**src/rtl/hier_icache_pkg.sv**
```systemverilog
// Shared types for the hierarchical icache maintenance sequencer.
package hier_icache_pkg;

   localparam int unsigned OP_W   = 3;
   localparam int unsigned ADDR_W = 32;

   typedef enum logic [OP_W-1:0] {
      FLUSH     = 3'd0,
      SEL_FLUSH = 3'd1,
      ENABLE    = 3'd2,
      DISABLE   = 3'd3
   } cmd_op_e;

   typedef enum logic [1:0] {
      IDLE,
      L1_PHASE,
      L2_PHASE,
      DONE
   } state_e;

   // Captured command payload, held from grant until the next grant.
   typedef struct packed {
      logic [OP_W-1:0]   op;
      logic [ADDR_W-1:0] addr;
   } cmd_t;

   // Opcodes outside the enum complete immediately with an error.
   function automatic logic op_is_legal(input logic [OP_W-1:0] op);
      return op <= OP_W'(DISABLE);
   endfunction

   // Flush-type ops touch the private L1s before the shared L2.
   function automatic logic op_uses_l1(input logic [OP_W-1:0] op);
      return (op == OP_W'(FLUSH)) || (op == OP_W'(SEL_FLUSH));
   endfunction

endpackage

```
**src/rtl/hier_icache_maint_seq_if.sv**
```systemverilog
// Command and per-cache request/ack bundle of the maintenance sequencer.
interface hier_icache_maint_seq_if #(
   parameter int unsigned NB_CORES       = 9,
   parameter int unsigned NB_CACHE_BANKS = 4
);
   logic                      cmd_req_i;
   logic [2:0]                cmd_op_i;
   logic [31:0]               cmd_addr_i;
   logic                      cmd_gnt_o;
   logic                      done_valid_o;
   logic                      done_err_o;
   logic                      busy_o;

   logic [NB_CORES-1:0]       l1_flush_req_o;
   logic [NB_CORES-1:0]       l1_sel_flush_req_o;
   logic [NB_CORES-1:0]       l1_flush_ack_i;
   logic [NB_CORES-1:0]       l1_sel_flush_ack_i;
   logic [31:0]               l1_sel_flush_addr_o;

   logic [NB_CACHE_BANKS-1:0] l2_flush_req_o;
   logic [NB_CACHE_BANKS-1:0] l2_sel_flush_req_o;
   logic [NB_CACHE_BANKS-1:0] l2_enable_req_o;
   logic [NB_CACHE_BANKS-1:0] l2_disable_req_o;
   logic [NB_CACHE_BANKS-1:0] l2_flush_ack_i;
   logic [NB_CACHE_BANKS-1:0] l2_sel_flush_ack_i;
   logic [NB_CACHE_BANKS-1:0] l2_enable_ack_i;
   logic [NB_CACHE_BANKS-1:0] l2_disable_ack_i;
   logic [31:0]               l2_sel_flush_addr_o;

   // Sequencer side.
   modport master (
      input  cmd_req_i, cmd_op_i, cmd_addr_i,
      output cmd_gnt_o, done_valid_o, done_err_o, busy_o,
      output l1_flush_req_o, l1_sel_flush_req_o, l1_sel_flush_addr_o,
      input  l1_flush_ack_i, l1_sel_flush_ack_i,
      output l2_flush_req_o, l2_sel_flush_req_o, l2_enable_req_o, l2_disable_req_o,
      output l2_sel_flush_addr_o,
      input  l2_flush_ack_i, l2_sel_flush_ack_i, l2_enable_ack_i, l2_disable_ack_i
   );

   // Command issuer and cache side.
   modport slave (
      output cmd_req_i, cmd_op_i, cmd_addr_i,
      input  cmd_gnt_o, done_valid_o, done_err_o, busy_o,
      input  l1_flush_req_o, l1_sel_flush_req_o, l1_sel_flush_addr_o,
      output l1_flush_ack_i, l1_sel_flush_ack_i,
      input  l2_flush_req_o, l2_sel_flush_req_o, l2_enable_req_o, l2_disable_req_o,
      input  l2_sel_flush_addr_o,
      output l2_flush_ack_i, l2_sel_flush_ack_i, l2_enable_ack_i, l2_disable_ack_i
   );
endinterface

```
**src/rtl/hier_icache_ack_collector.sv**
```systemverilog
// Pending-request mask for one cache level: loaded all-ones, bits retire on req&ack.
module hier_icache_ack_collector #(
   parameter int unsigned N = 1
) (
   input  logic         clk_i,
   input  logic         rst_ni,
   input  logic         i_load,
   input  logic         i_clear,
   input  logic         i_en,
   input  logic [N-1:0] i_ack,
   output logic [N-1:0] o_req,
   output logic         o_all_done
);
   logic [N-1:0] r_pend;

   assign o_req      = i_en ? r_pend : '0;
   assign o_all_done = ((r_pend & ~i_ack) == '0);

   // Pending mask: load wins over clear, otherwise retire acked requests.
   always_ff @(posedge clk_i) begin
      if (!rst_ni)      r_pend <= '0;
      else if (i_load)  r_pend <= '1;
      else if (i_clear) r_pend <= '0;
      else              r_pend <= r_pend & ~(o_req & i_ack);
   end
endmodule

```
**src/rtl/hier_icache_maint_seq.sv**
```systemverilog
// Sequences flush/enable/disable maintenance across private L1 and shared L2 icaches.
module hier_icache_maint_seq
   import hier_icache_pkg::*;
#(
   parameter int unsigned NB_CORES       = 9,
   parameter int unsigned NB_CACHE_BANKS = 4,
   parameter int unsigned TIMEOUT_CYCLES = 1024
) (
   input logic                   clk_i,
   input logic                   rst_ni,
   hier_icache_maint_seq_if.master bus
);
   localparam int unsigned CNT_W = (TIMEOUT_CYCLES > 1) ? $clog2(TIMEOUT_CYCLES) : 1;
   localparam logic [CNT_W-1:0] CNT_LAST = CNT_W'(TIMEOUT_CYCLES - 1);

   state_e                    r_state, w_state_nxt;
   cmd_t                      r_cmd, w_cmd_nxt;
   logic                      r_err, w_err_nxt;
   logic [CNT_W-1:0]          r_cnt, w_cnt_nxt;
   logic                      w_gnt, w_l1_load, w_l2_load, w_clear, w_timeout;
   logic                      w_l1_done, w_l2_done;
   logic [NB_CORES-1:0]       w_l1_ack, w_l1_req;
   logic [NB_CACHE_BANKS-1:0] w_l2_ack, w_l2_req;

   assign w_timeout = (TIMEOUT_CYCLES != 0) && (r_cnt == CNT_LAST);

   // Route the ack vector belonging to the captured op into each collector.
   always_comb begin
      w_l1_ack = (r_cmd.op == OP_W'(SEL_FLUSH)) ? bus.l1_sel_flush_ack_i : bus.l1_flush_ack_i;
      w_l2_ack = '0;
      case (r_cmd.op)
         OP_W'(FLUSH):     w_l2_ack = bus.l2_flush_ack_i;
         OP_W'(SEL_FLUSH): w_l2_ack = bus.l2_sel_flush_ack_i;
         OP_W'(ENABLE):    w_l2_ack = bus.l2_enable_ack_i;
         OP_W'(DISABLE):   w_l2_ack = bus.l2_disable_ack_i;
         default:          w_l2_ack = '0;
      endcase
   end

   hier_icache_ack_collector #(.N(NB_CORES)) u_l1_coll (
      .clk_i      (clk_i),
      .rst_ni     (rst_ni),
      .i_load     (w_l1_load),
      .i_clear    (w_clear),
      .i_en       (r_state == L1_PHASE),
      .i_ack      (w_l1_ack),
      .o_req      (w_l1_req),
      .o_all_done (w_l1_done)
   );

   hier_icache_ack_collector #(.N(NB_CACHE_BANKS)) u_l2_coll (
      .clk_i      (clk_i),
      .rst_ni     (rst_ni),
      .i_load     (w_l2_load),
      .i_clear    (w_clear),
      .i_en       (r_state == L2_PHASE),
      .i_ack      (w_l2_ack),
      .o_req      (w_l2_req),
      .o_all_done (w_l2_done)
   );

   // State, captured command, error flag and phase timer.
   always_ff @(posedge clk_i) begin
      if (!rst_ni) begin
         r_state <= IDLE;
         r_cmd   <= '0;
         r_err   <= 1'b0;
         r_cnt   <= '0;
      end else begin
         r_state <= w_state_nxt;
         r_cmd   <= w_cmd_nxt;
         r_err   <= w_err_nxt;
         r_cnt   <= w_cnt_nxt;
      end
   end

   // Next-state: grant in IDLE, phase completion beats timeout, DONE lasts one cycle.
   always_comb begin
      w_state_nxt = r_state;
      w_cmd_nxt   = r_cmd;
      w_err_nxt   = r_err;
      w_cnt_nxt   = r_cnt;
      w_gnt       = 1'b0;
      w_l1_load   = 1'b0;
      w_l2_load   = 1'b0;
      w_clear     = 1'b0;
      case (r_state)
         IDLE: begin
            if (bus.cmd_req_i) begin
               w_gnt          = 1'b1;
               w_cmd_nxt.op   = bus.cmd_op_i;
               w_cmd_nxt.addr = bus.cmd_addr_i;
               w_cnt_nxt      = '0;
               w_err_nxt      = 1'b0;
               if (!op_is_legal(bus.cmd_op_i)) begin
                  w_state_nxt = DONE;
                  w_err_nxt   = 1'b1;
               end else if (op_uses_l1(bus.cmd_op_i)) begin
                  w_state_nxt = L1_PHASE;
                  w_l1_load   = 1'b1;
               end else begin
                  w_state_nxt = L2_PHASE;
                  w_l2_load   = 1'b1;
               end
            end
         end
         L1_PHASE: begin
            w_cnt_nxt = r_cnt + CNT_W'(1);
            if (w_l1_done) begin
               w_state_nxt = L2_PHASE;
               w_l2_load   = 1'b1;
               w_cnt_nxt   = '0;
            end else if (w_timeout) begin
               w_state_nxt = DONE;
               w_clear     = 1'b1;
               w_err_nxt   = 1'b1;
            end
         end
         L2_PHASE: begin
            w_cnt_nxt = r_cnt + CNT_W'(1);
            if (w_l2_done) begin
               w_state_nxt = DONE;
            end else if (w_timeout) begin
               w_state_nxt = DONE;
               w_clear     = 1'b1;
               w_err_nxt   = 1'b1;
            end
         end
         DONE: begin
            w_state_nxt = IDLE;
         end
         default: begin
            w_state_nxt = IDLE;
         end
      endcase
   end

   assign bus.cmd_gnt_o           = w_gnt;
   assign bus.busy_o              = (r_state != IDLE);
   assign bus.done_valid_o        = (r_state == DONE);
   assign bus.done_err_o          = (r_state == DONE) & r_err;
   assign bus.l1_sel_flush_addr_o = r_cmd.addr;
   assign bus.l2_sel_flush_addr_o = r_cmd.addr;

   assign bus.l1_flush_req_o     = (r_cmd.op == OP_W'(FLUSH))     ? w_l1_req : '0;
   assign bus.l1_sel_flush_req_o = (r_cmd.op == OP_W'(SEL_FLUSH)) ? w_l1_req : '0;
   assign bus.l2_flush_req_o     = (r_cmd.op == OP_W'(FLUSH))     ? w_l2_req : '0;
   assign bus.l2_sel_flush_req_o = (r_cmd.op == OP_W'(SEL_FLUSH)) ? w_l2_req : '0;
   assign bus.l2_enable_req_o    = (r_cmd.op == OP_W'(ENABLE))    ? w_l2_req : '0;
   assign bus.l2_disable_req_o   = (r_cmd.op == OP_W'(DISABLE))   ? w_l2_req : '0;
endmodule

```
**src/flat_wrapper.sv**
```systemverilog
// flat-port wrapper written by rule: the top's interface ports become plain ports
module hier_icache_maint_seq_flat import hier_icache_pkg::*;
#(
   parameter int unsigned NB_CORES       = 9,
   parameter int unsigned NB_CACHE_BANKS = 4,
   parameter int unsigned TIMEOUT_CYCLES = 1024
)
  (clk_i, rst_ni, bus_cmd_req_i, bus_cmd_op_i, bus_cmd_addr_i, bus_cmd_gnt_o, bus_done_valid_o, bus_done_err_o, bus_busy_o, bus_l1_flush_req_o, bus_l1_sel_flush_req_o, bus_l1_sel_flush_addr_o, bus_l1_flush_ack_i, bus_l1_sel_flush_ack_i, bus_l2_flush_req_o, bus_l2_sel_flush_req_o, bus_l2_enable_req_o, bus_l2_disable_req_o, bus_l2_sel_flush_addr_o, bus_l2_flush_ack_i, bus_l2_sel_flush_ack_i, bus_l2_enable_ack_i, bus_l2_disable_ack_i);
  hier_icache_maint_seq_if #(.NB_CORES(NB_CORES), .NB_CACHE_BANKS(NB_CACHE_BANKS)) bus_i ();
  input logic clk_i;
  input logic rst_ni;
  input wire logic [$bits(bus_i.cmd_req_i)-1:0] bus_cmd_req_i;
  input wire logic [$bits(bus_i.cmd_op_i)-1:0] bus_cmd_op_i;
  input wire logic [$bits(bus_i.cmd_addr_i)-1:0] bus_cmd_addr_i;
  output wire logic [$bits(bus_i.cmd_gnt_o)-1:0] bus_cmd_gnt_o;
  output wire logic [$bits(bus_i.done_valid_o)-1:0] bus_done_valid_o;
  output wire logic [$bits(bus_i.done_err_o)-1:0] bus_done_err_o;
  output wire logic [$bits(bus_i.busy_o)-1:0] bus_busy_o;
  output wire logic [$bits(bus_i.l1_flush_req_o)-1:0] bus_l1_flush_req_o;
  output wire logic [$bits(bus_i.l1_sel_flush_req_o)-1:0] bus_l1_sel_flush_req_o;
  output wire logic [$bits(bus_i.l1_sel_flush_addr_o)-1:0] bus_l1_sel_flush_addr_o;
  input wire logic [$bits(bus_i.l1_flush_ack_i)-1:0] bus_l1_flush_ack_i;
  input wire logic [$bits(bus_i.l1_sel_flush_ack_i)-1:0] bus_l1_sel_flush_ack_i;
  output wire logic [$bits(bus_i.l2_flush_req_o)-1:0] bus_l2_flush_req_o;
  output wire logic [$bits(bus_i.l2_sel_flush_req_o)-1:0] bus_l2_sel_flush_req_o;
  output wire logic [$bits(bus_i.l2_enable_req_o)-1:0] bus_l2_enable_req_o;
  output wire logic [$bits(bus_i.l2_disable_req_o)-1:0] bus_l2_disable_req_o;
  output wire logic [$bits(bus_i.l2_sel_flush_addr_o)-1:0] bus_l2_sel_flush_addr_o;
  input wire logic [$bits(bus_i.l2_flush_ack_i)-1:0] bus_l2_flush_ack_i;
  input wire logic [$bits(bus_i.l2_sel_flush_ack_i)-1:0] bus_l2_sel_flush_ack_i;
  input wire logic [$bits(bus_i.l2_enable_ack_i)-1:0] bus_l2_enable_ack_i;
  input wire logic [$bits(bus_i.l2_disable_ack_i)-1:0] bus_l2_disable_ack_i;
  assign bus_i.cmd_req_i = bus_cmd_req_i;
  assign bus_i.cmd_op_i = bus_cmd_op_i;
  assign bus_i.cmd_addr_i = bus_cmd_addr_i;
  assign bus_cmd_gnt_o = bus_i.cmd_gnt_o;
  assign bus_done_valid_o = bus_i.done_valid_o;
  assign bus_done_err_o = bus_i.done_err_o;
  assign bus_busy_o = bus_i.busy_o;
  assign bus_l1_flush_req_o = bus_i.l1_flush_req_o;
  assign bus_l1_sel_flush_req_o = bus_i.l1_sel_flush_req_o;
  assign bus_l1_sel_flush_addr_o = bus_i.l1_sel_flush_addr_o;
  assign bus_i.l1_flush_ack_i = bus_l1_flush_ack_i;
  assign bus_i.l1_sel_flush_ack_i = bus_l1_sel_flush_ack_i;
  assign bus_l2_flush_req_o = bus_i.l2_flush_req_o;
  assign bus_l2_sel_flush_req_o = bus_i.l2_sel_flush_req_o;
  assign bus_l2_enable_req_o = bus_i.l2_enable_req_o;
  assign bus_l2_disable_req_o = bus_i.l2_disable_req_o;
  assign bus_l2_sel_flush_addr_o = bus_i.l2_sel_flush_addr_o;
  assign bus_i.l2_flush_ack_i = bus_l2_flush_ack_i;
  assign bus_i.l2_sel_flush_ack_i = bus_l2_sel_flush_ack_i;
  assign bus_i.l2_enable_ack_i = bus_l2_enable_ack_i;
  assign bus_i.l2_disable_ack_i = bus_l2_disable_ack_i;
  hier_icache_maint_seq #(.NB_CORES(NB_CORES), .NB_CACHE_BANKS(NB_CACHE_BANKS), .TIMEOUT_CYCLES(TIMEOUT_CYCLES)) u_core (.clk_i(clk_i), .rst_ni(rst_ni), .bus(bus_i));
endmodule
```
**config.mk**
```make
export PLATFORM = sky130hd
export DESIGN_NAME = hier_icache_maint_seq_flat
export DESIGN_NICKNAME = d
export VERILOG_FILES = /design/src/rtl/hier_icache_pkg.sv /design/src/rtl/hier_icache_maint_seq_if.sv /design/src/rtl/hier_icache_ack_collector.sv /design/src/rtl/hier_icache_maint_seq.sv /design/src/flat_wrapper.sv
export SDC_FILE = /design/constraint.sdc
export NUM_CORES = 1
export LEC_CHECK = 0
export CAP_MARGIN = 20
export CORE_ASPECT_RATIO = 0.9
export CORE_MARGIN = 2
export CORE_UTILIZATION = 40
export CTS_BUF_LIST = sky130_fd_sc_hd__clkbuf_8
export DETAILED_ROUTE_END_ITERATION = 10
export PLACE_DENSITY_LB_ADDON = 0.25
export SLEW_MARGIN = 20
export SYNTH_ARGS = -nofsm -noshare
export SYNTH_HDL_FRONTEND = slang
export SYNTH_SLANG_ARGS = --single-unit
```
**constraint.sdc**
```tcl
create_clock -name clk_i -period 2.8 [get_ports clk_i]
set_input_delay 0.7 -clock clk_i [delete_from_list [all_inputs] [get_ports clk_i]]
set_output_delay 0.7 -clock clk_i [all_outputs]
set_load 0.1 [all_outputs]
```
[Yosys cells after proc, flatten, opt, wreduce, memory -nomap -nowiden]
Cells that the tools add are included.
Operators by class
  add/subtract/negate cells: 1
  multiply operators: 0
  div/mod/pow operators: 0
  $lt $le $gt $ge: 1
  equal/unequal tests: 11
  shifts and indexed selects: 0
  multiplexer cells: 45
  bitwise logic cells: 11
  reduce and logical (&&, ||, !) cells: 11
Operator list (count)
  $mux 9: 6
  $pmux 10 s3: 1
  $mux 4: 7
  $and 9x9->9: 3
  $mux 10: 2
  $mux 1: 18
  $not 9->9: 2
  $pmux 4 s4: 1
  $and 4x4->4: 3
  $mux 2: 6
  $add 10x1->10 const B: 1
  $eq 10x10->1 const B: 1
  $logic_not 9->1: 1
  $not 4->4: 2
  $pmux 2 s4: 1
  $eq 3x1->1 const B: 2
  $eq 3x2->1 const B: 2
  $logic_not 3->1: 2
  $ne 2x2->1 const B: 3
  $eq 2x2->1 const B: 2
  $logic_not 4->1: 1
  $pmux 1 s2: 2
  $reduce_and 2->1: 2
  $reduce_and 4->1: 1
  8 further kinds: 8
Word-level totals
  register bits: 61
  bits in latches: 0
  RAM bits: 0
  memory bits (read-only): 0
  memories: 0

[Logic depth before layout (Yosys ltp)]
Gate-level depths: netlist of run 1.
  depth after elaboration: 9
  depth in mapped cells: 9
  depth with buffers taken out: 8

[Cells and area by module]
A second synthesis of run 1 with hierarchy kept.
Second synthesis, totals
  cells, all modules: 461
  area total of the unflattened synthesis: 3719.8 µm²
Modules (own cells, without submodules)
  hier_icache_maint_seq: times used 1, cells each 380, area an instance 3014.1 µm², sequential area each 960.9 µm²
  hier_icache_ack_collector at u_core.u_l1_coll: times used 1, cells each 58, area an instance 499.2 µm², sequential area each 180.2 µm²
  hier_icache_ack_collector at u_core.u_l2_coll: times used 1, cells each 23, area an instance 206.4 µm², sequential area each 80.1 µm²

[Least setup slack after synthesis of run 1]
Ideal clock, no wire load.
  path kind: register to output
  start point: reg u_core.r_state[0]
  end point: out bus_l2_enable_req_o[2]
  arrival time: 3814 ps
  required time: 2100 ps
  slack: -1714 ps
  cell stages (with the launch flop): 6
  buffers on the path: 1
  cells stage by stage: dfxtp_1 > inv_1 > ha_1 > clkbuf_1 > nand2_1 > nor4_1
On the way
  word-level cells in the longest chain between the ends: 3
Ends and longest elaborated chain
  start: declaration: line hier_icache_maint_seq.sv:16  | state_e r_state, w_state_nxt;
  start signal: assignment: line hier_icache_maint_seq.sv:70  | r_state <= w_state_nxt;
  $eq 2x2->1: line hier_icache_maint_seq.sv:56  | .i_en (r_state == L2_PHASE),
  $mux 4: line hier_icache_ack_collector.sv:16  | assign o_req = i_en ? r_pend : '0;
  $mux 4: line hier_icache_maint_seq.sv:149  | assign bus.l2_enable_req_o = (r_cmd.op == OP_W'(ENABLE)) ? w_l2_req : '0;
  end: declaration: line flat_wrapper.sv:26  | output wire logic [$bits(bus_i.l2_enable_req_o)-1:0] bus_l2_enable_req_o;
No other way between the ends.

[Worst setup path after layout of run 1]
  start point: reg u_core.r_cmd[33] (netlist name)
  end point: out bus_l2_enable_req_o[0]
On the way
  word-level cells in the longest chain between the ends: 2
Ends and longest elaborated chain
  start: declaration: line hier_icache_maint_seq.sv:17  | cmd_t r_cmd, w_cmd_nxt;
  start signal: assignment: line hier_icache_maint_seq.sv:71  | r_cmd <= w_cmd_nxt;
  $eq 3x2->1: line hier_icache_maint_seq.sv:149
  $mux 4: line hier_icache_maint_seq.sv:149
No other way between the ends.

==> results of run 1 <==
==> cell type report <==
type,instances,area (um2),share of cell area (%)
well taps,122,153,2.73
flip-flops and latches,61,1220,21.9
multi-input cells,301,1870,33.4
repair buffers,190,2040,36.6
clock inverters,7,120,2.15
clock buffers,9,124,2.22
inverters,15,56.3,1.01
==> worst max-delay path by stage <==
stage                              startpoint                   endpoint  slack (ps)  depth (start not counted)
finish                       u_core.r_cmd[33]     bus_l2_enable_req_o[0]         160                          5
global route                 u_core.r_cmd[32]    bus_l2_disable_req_o[3]          30                          5
CTS                          u_core.r_cmd[32]    bus_l2_disable_req_o[2]          80                          5
detailed placement  bus_l1_sel_flush_ack_i[6]            u_core.r_cnt[2]        -170                          8
global placement    bus_l1_sel_flush_ack_i[6]            u_core.r_cnt[6]        -170                          8
floorplan                   u_core.r_state[0]  bus_l1_sel_flush_req_o[2]        -200                          5
==> layer usage <==
metal / share of wire [%] / GRT usage (%)
met5: 0 / 0
met3: 6.9 / 5.13
met4: 0.79 / 4.33
met1: 43 / 25.1
met2: 49 / 34.1
==> worst max-delay path, delay by kind of cell (launching register included) <==
kind,cells,cell delay [ps]
AND/OR/NAND/NOR,3,560
flip-flops,1,580
buffers and inverters,2,460
==> kinds of logic after synthesis <==
family | after synthesis | synth area share (%)
multiplexers | 12 | 3.70
buffers and inverters | 104 | 17.5
XOR/XNOR | 3 | 0.712
adder cells (fa/ha/maj) | 5 | 1.70
AND/OR/NAND/NOR | 177 | 24.4
flip-flops | 61 | 33.1
AO/OA/AOI/OAI | 104 | 18.9
==> synth_stat cells (2+ instances only) <==
master / instances
a21oi_1: 11
nor4_1: 4
a221o_1: 4
or3_1: 2
and2_1: 10
mux2_2: 3
nor4b_1: 2
nor3_1: 10
a221oi_1: 2
and3_1: 23
nand2_1: 88
nor2_1: 8
inv_1: 14
clkbuf_1: 13
mux2i_1: 8
o31ai_1: 4
nand3_1: 8
ha_1: 5
buf_2: 5
or2_2: 3
nand2b_1: 2
o21ai_0: 30
xor2_1: 2
buf_1: 5
nor4bb_1: 3
nand3b_1: 2
a211oi_1: 6
buf_4: 64
dfxtp_1: 61
nor2b_1: 5
a21boi_0: 36
==> through the flow <==
step	instances	total power, mW	TNS, ps	hold WS, ps	area (um2)
floorplan	466	3.49	-1000	444	3730
global placement	689	4.09	-1720	466	5330
detailed placement	689	4.11	-1840	469	5330
CTS	705	5.09	0	486	5580
global route	705	5.31	0	507	5580
finish	705	5.07	0	484	5580
==> flip-flops by register name, indices dropped and copies added, names as in the netlist <==
| register | cells |
|---|---|
| u_core.r_cnt | 10 |
| u_core.r_state | 2 |
| u_core.u_l2_coll.r_pend | 4 |
| u_core.r_cmd | 3 |
| u_core.u_l1_coll.r_pend | 9 |
| u_core.r_err | 1 |
| u_core.bus.l1_sel_flush_addr_o | 32 |
==> repair_timing <==
action / 4_1_cts / 5_1_grt
resized for setup: 0 / 2
buffers inserted: 0 / 0
endpoints found under the setup margin: 0 / 5
==> power by group through the flow <==
| stage | Clock, mW | Combinational [mW] | Sequential, mW |
|---|---|---|---|
| floorplan | 0 | 2.31 | 1.18 |
| detailed placement | 0 | 2.87 | 1.25 |
| global placement | 0 | 2.84 | 1.25 |
| global route | 1.03 | 3.02 | 1.27 |
| finish | 0.963 | 2.87 | 1.24 |
| CTS | 0.985 | 2.87 | 1.23 |
==> flow_summary.ini, run 1 <==
[outcome]
outcome = finished, final reports clean

[detailed_routing]
drc = 0
vias = 3556
via_per_inst = 5.04
wl_per_cell_um = 14.2
first_pass_iters = 4
final_antenna_net_count = 0
initialDrtViolationCount = 127
drt_wl_total_mm = 10.0

[synth]
syn_inst = 466
yosysUniqueCellTypes = 54
synth_area_per_cell_um2 = 7.92
ys_ff_latch = 61
yosysTopAreaCellShare_pct = 33.1
synth_ff_type = dfxtp_1
synth_area_mm2 = 0.00369
yosysSeqAreaShare_pct = 33.1
synth_top_area_cell = dfxtp_1
synth_area_leaders = dfxtp_1, buf_4, nand2_1
synth_edf_count = 0
async_flop_share_pct = 0
yosys_warnings = 0
synth_nets = 543

[setup_path]
crit_type = reg2out
cp.required_ps = 2100
worst_path_largest_cell_delay_ps = 580
r2r_end = u_core.r_cnt[0]
reg2regPathDepth = 9
reg2reg_slack_ps = 220
crit_slowest_cell = dfxtp_1
critPathLaunchType = flip-flop
cp-end-kind = output port
path_cells = buf_4 -> nand2_1 -> nor3_1 -> and2_1 -> buf_12
worstReg2RegStart = u_core.r_cmd[33]
critPathMaxFanout = 10
critical_path_arrival_ps = 1940

[power_and_ir_drop]
seqPwrFrac_pct = 24.4
clkPwrFrac_pct = 19.0
p_int_mw = 2.43
pwr-share-comb_pct = 56.6
peakVddDrop_mv = 0.494
power.density_mw_per_mm2 = 908
p_sw_share_pct = 52.0
p_switching_mw = 2.64
p_leak_nw = 2.34

[timing]
setup_ws_ps = 163
timing.fmax_mhz = 379
rsz0062_at_grt = no
slew_viol_final = 0
final_hold_viol_count = 0
slew_headroom_pct = 55.1
tightest_slew_ps = 667
skew_ps = 9.17
min_period_ps = 2640
finalCritPeriodShare_pct = 94.2
finalSetupViolCount = 0

[cts]
numCtsBuffers = 9
ctsRootBufferMaster = clkbuf_8
clkTransAtPathRegs_ps = 70
clk_latency_ps = 340
hold_buffers = 0
clock_path_buffers = 2
cts_htree_levels = 3
cts_tree = done
cts_sinks = 61

[cells_and_area]
nFillCells = 762
final_util_pct = 61.7
final_cell_mix = nand2_1, buf_4, clkdlybuf4s50_1, dfxtp_1, a21boi_0
antenna_cells = 0
nNetsFinal = 655
area_delta_synth_final_pct = 51.4
final_common_cell = nand2_1
drive_gt1_share_pct = 26.6

[grt]
grt_pass1_vias = 3182
grt_overflow = 0
grt_start_max_net_pins = 37
grt.total_usage_pct = 19.8
grt_pass1_wl_mm = 15.9
antenna_found_initial = 0

[job]
drv_cap = 0

[worst_hold_path]
min_path_cells = 2
hp-class = reg2reg
min_to = u_core.r_err
min_from = u_core.r_err

[placed_design]
place.gp.congestion = 0.872
post-place-ws_ps = -173
dp_hpwl_mm = 7.78
io_buffers = 173

[die]
die_w_um = 105
num_rows = 33
io_pins = 174
start_util_pct = 40.8
coreArea_mm2 = 0.00904
die-area_mm2 = 0.0100
die_y_um = 95.1
(Power assumes the default switching activity.)
==> inputs of run 2 (changes only) <==
--- a/config.mk
+++ b/config.mk
@@ -10,6 +10,7 @@
 export CORE_MARGIN = 2
 export CORE_UTILIZATION = 40
 export CTS_BUF_LIST = sky130_fd_sc_hd__clkbuf_8
+export CTS_CLUSTER_DIAMETER = 60
 export DETAILED_ROUTE_END_ITERATION = 10
 export PLACE_DENSITY_LB_ADDON = 0.25
 export SLEW_MARGIN = 20
==> results of run 2 <==
The final DEF is identical to that of run 1; final timing and power are the same.
==> inputs of run 3 (changes only) <==
--- a/config.mk
+++ b/config.mk
@@ -7,7 +7,7 @@
 export LEC_CHECK = 0
 export CAP_MARGIN = 20
 export CORE_ASPECT_RATIO = 0.9
-export CORE_MARGIN = 2
+export CORE_MARGIN = 5
 export CORE_UTILIZATION = 40
 export CTS_BUF_LIST = sky130_fd_sc_hd__clkbuf_8
 export CTS_CLUSTER_DIAMETER = 60
==> run 3 against run 2 <==
Compared with the run above:
- largest power group unchanged
- non-clock buffer count up 4
- largest cell class unchanged
- die area up 12%
- design area up 0.63%
- clock-buffer cell count unchanged
- critical endpoint is now u_core.r_cnt[6]
==> flow_summary.ini, run 3 (synthesized netlist as in run 1, its figures left out) <==
[outcome]
outcome = finished, final reports clean

[placed_design]
place.gp.congestion = 0.832
post-place-ws_ps = -192
io_buffers = 173
dp_hpwl_mm = 8.49
dpl_cell_area_mm2 = 0.00536

[cells_and_area]
fin_area_mm2 = 0.00562
antenna_cells = 0
regArea_mm2 = 0.00122
drive_gt1_share_pct = 27.3
final_cell_mix = nand2_1, buf_4, clkdlybuf4s50_1, dfxtp_1, a21boi_0
nNetsFinal = 659
largest_reg_flops = 32
area_delta_synth_final_pct = 52.3
multi_input_area_mm2 = 0.00187
nFillCells = 754
final_util_pct = 62.1

[cts]
clock_path_buffers = 2
post_cts_buffers = 0
clk_latency_ps = 330
ctsRootBufferMaster = clkbuf_8
numCtsBuffers = 9
cts_tree = done
cts_htree_levels = 3
clkTransAtPathRegs_ps = 70
cts_sinks = 61

[grt]
grt.total_usage_pct = 18.1
antenna_found_initial = 0
grt_pass1_wl_mm = 16.6
grt_overflow = 0
grt_start_max_net_pins = 37
grt_pass1_vias = 3411

[timing]
skew_ps = 10.8
final_hold_viol_count = 0
setup_tns_ps = 0
tightest_slew_ps = 756
timing.fmax_mhz = 380
min_period_ps = 2630
rsz0062_at_grt = no
slew_viol_final = 0
setup_ws_ps = 166
finalSetupViolCount = 0
finalCritPeriodShare_pct = 94.1
slew_headroom_pct = 49.1

[detailed_routing]
vias = 3558
drt_wl_total_mm = 10.6
initialDrtViolationCount = 190
wl_per_cell_um = 14.9
final_antenna_net_count = 0
drc = 0
via_per_inst = 5.02
first_pass_iters = 4

[die]
start_util_pct = 40.8
die_w_um = 111
die-area_mm2 = 0.0112
io_pins = 174
coreArea_mm2 = 0.00904
num_rows = 33
die_y_um = 101

[power_and_ir_drop]
total_power_mw = 5.10
peakVddDrop_mv = 0.516
p_leak_nw = 2.35
power.density_mw_per_mm2 = 907

[setup_path]
crit_slowest_cell = clkdlybuf4s50_1
critical_path_arrival_ps = 2860
cp.required_ps = 3020
critPathMaxFanout = 8
critPathLaunchType = primary input
cp-end-kind = flip-flop
path_cells = clkdlybuf4s50_1 -> nor4bb_1 -> a211oi_1 -> a2111o_1 -> nor4_4 -> buf_4 -> nor2_2 -> a221o_1
worst_path_largest_cell_delay_ps = 460
crit_type = in2reg

[job]
drv_cap = 0

[worst_hold_path]
hp-class = reg2reg
## run 3: final cells by class
| type | count | share of cell area [%] |
|---|---|---|
| clock buffers | 9 | 2.20 |
| clock inverters | 7 | 2.18 |
| inverters | 15 | 1.00 |
| multi-input cells | 301 | 33.3 |
| flip-flops and latches | 61 | 21.7 |
| well taps | 122 | 2.72 |
| repair buffers | 194 | 36.9 |
## run 3: worst max-delay path, delay by kind of cell
kind / cells / cell delay [ps]
AND/OR/NAND/NOR: 3 / 620
buffers and inverters: 2 / 650
AO/OA/AOI/OAI: 3 / 880
## run 3: path summary, 6_finish.rpt
path / startpoint / depth (start not counted) / slack (ps) / end
setup reg to reg: u_core.r_cmd[34] / 8 / 170 / u_core.r_cnt[0]
setup / recovery: bus_l1_sel_flush_ack_i[2] / 8 / 170 / u_core.r_cnt[6]
hold reg to reg: u_core.r_err / 2 / 480 / u_core.r_err
hold / removal: u_core.r_err / 2 / 480 / u_core.r_err
## run 3: repair_timing
item	CTS	global route
endpoints found under the hold margin	0	0
setup endpoints to repair	0	10
hold buffers	0	0
resized for setup	0	3
## run 3: routing by layer
metal / track usage (%) / vias up / part of all wire (%)
li1: - / 1770 / -
met4: 3.55 / 0 / 0.71
met2: 31.8 / 136 / 48
met3: 6.42 / 7 / 8.1
met5: 0 / - / 0
met1: 21.8 / 1645 / 44
## run 3: where the power goes
group,total [mW],internal [mW],switching [mW]
clock,0.957,0.595,0.362
sequential,1.23,1.05,0.183
combinational,2.90,0.810,2.10
total,5.10,2.46,2.64
## run 3: through the flow
step,hold WS (ps),std cells
floorplan,444,466
global placement,461,693
detailed placement,469,693
CTS,484,709
global route,513,709
finish,481,709
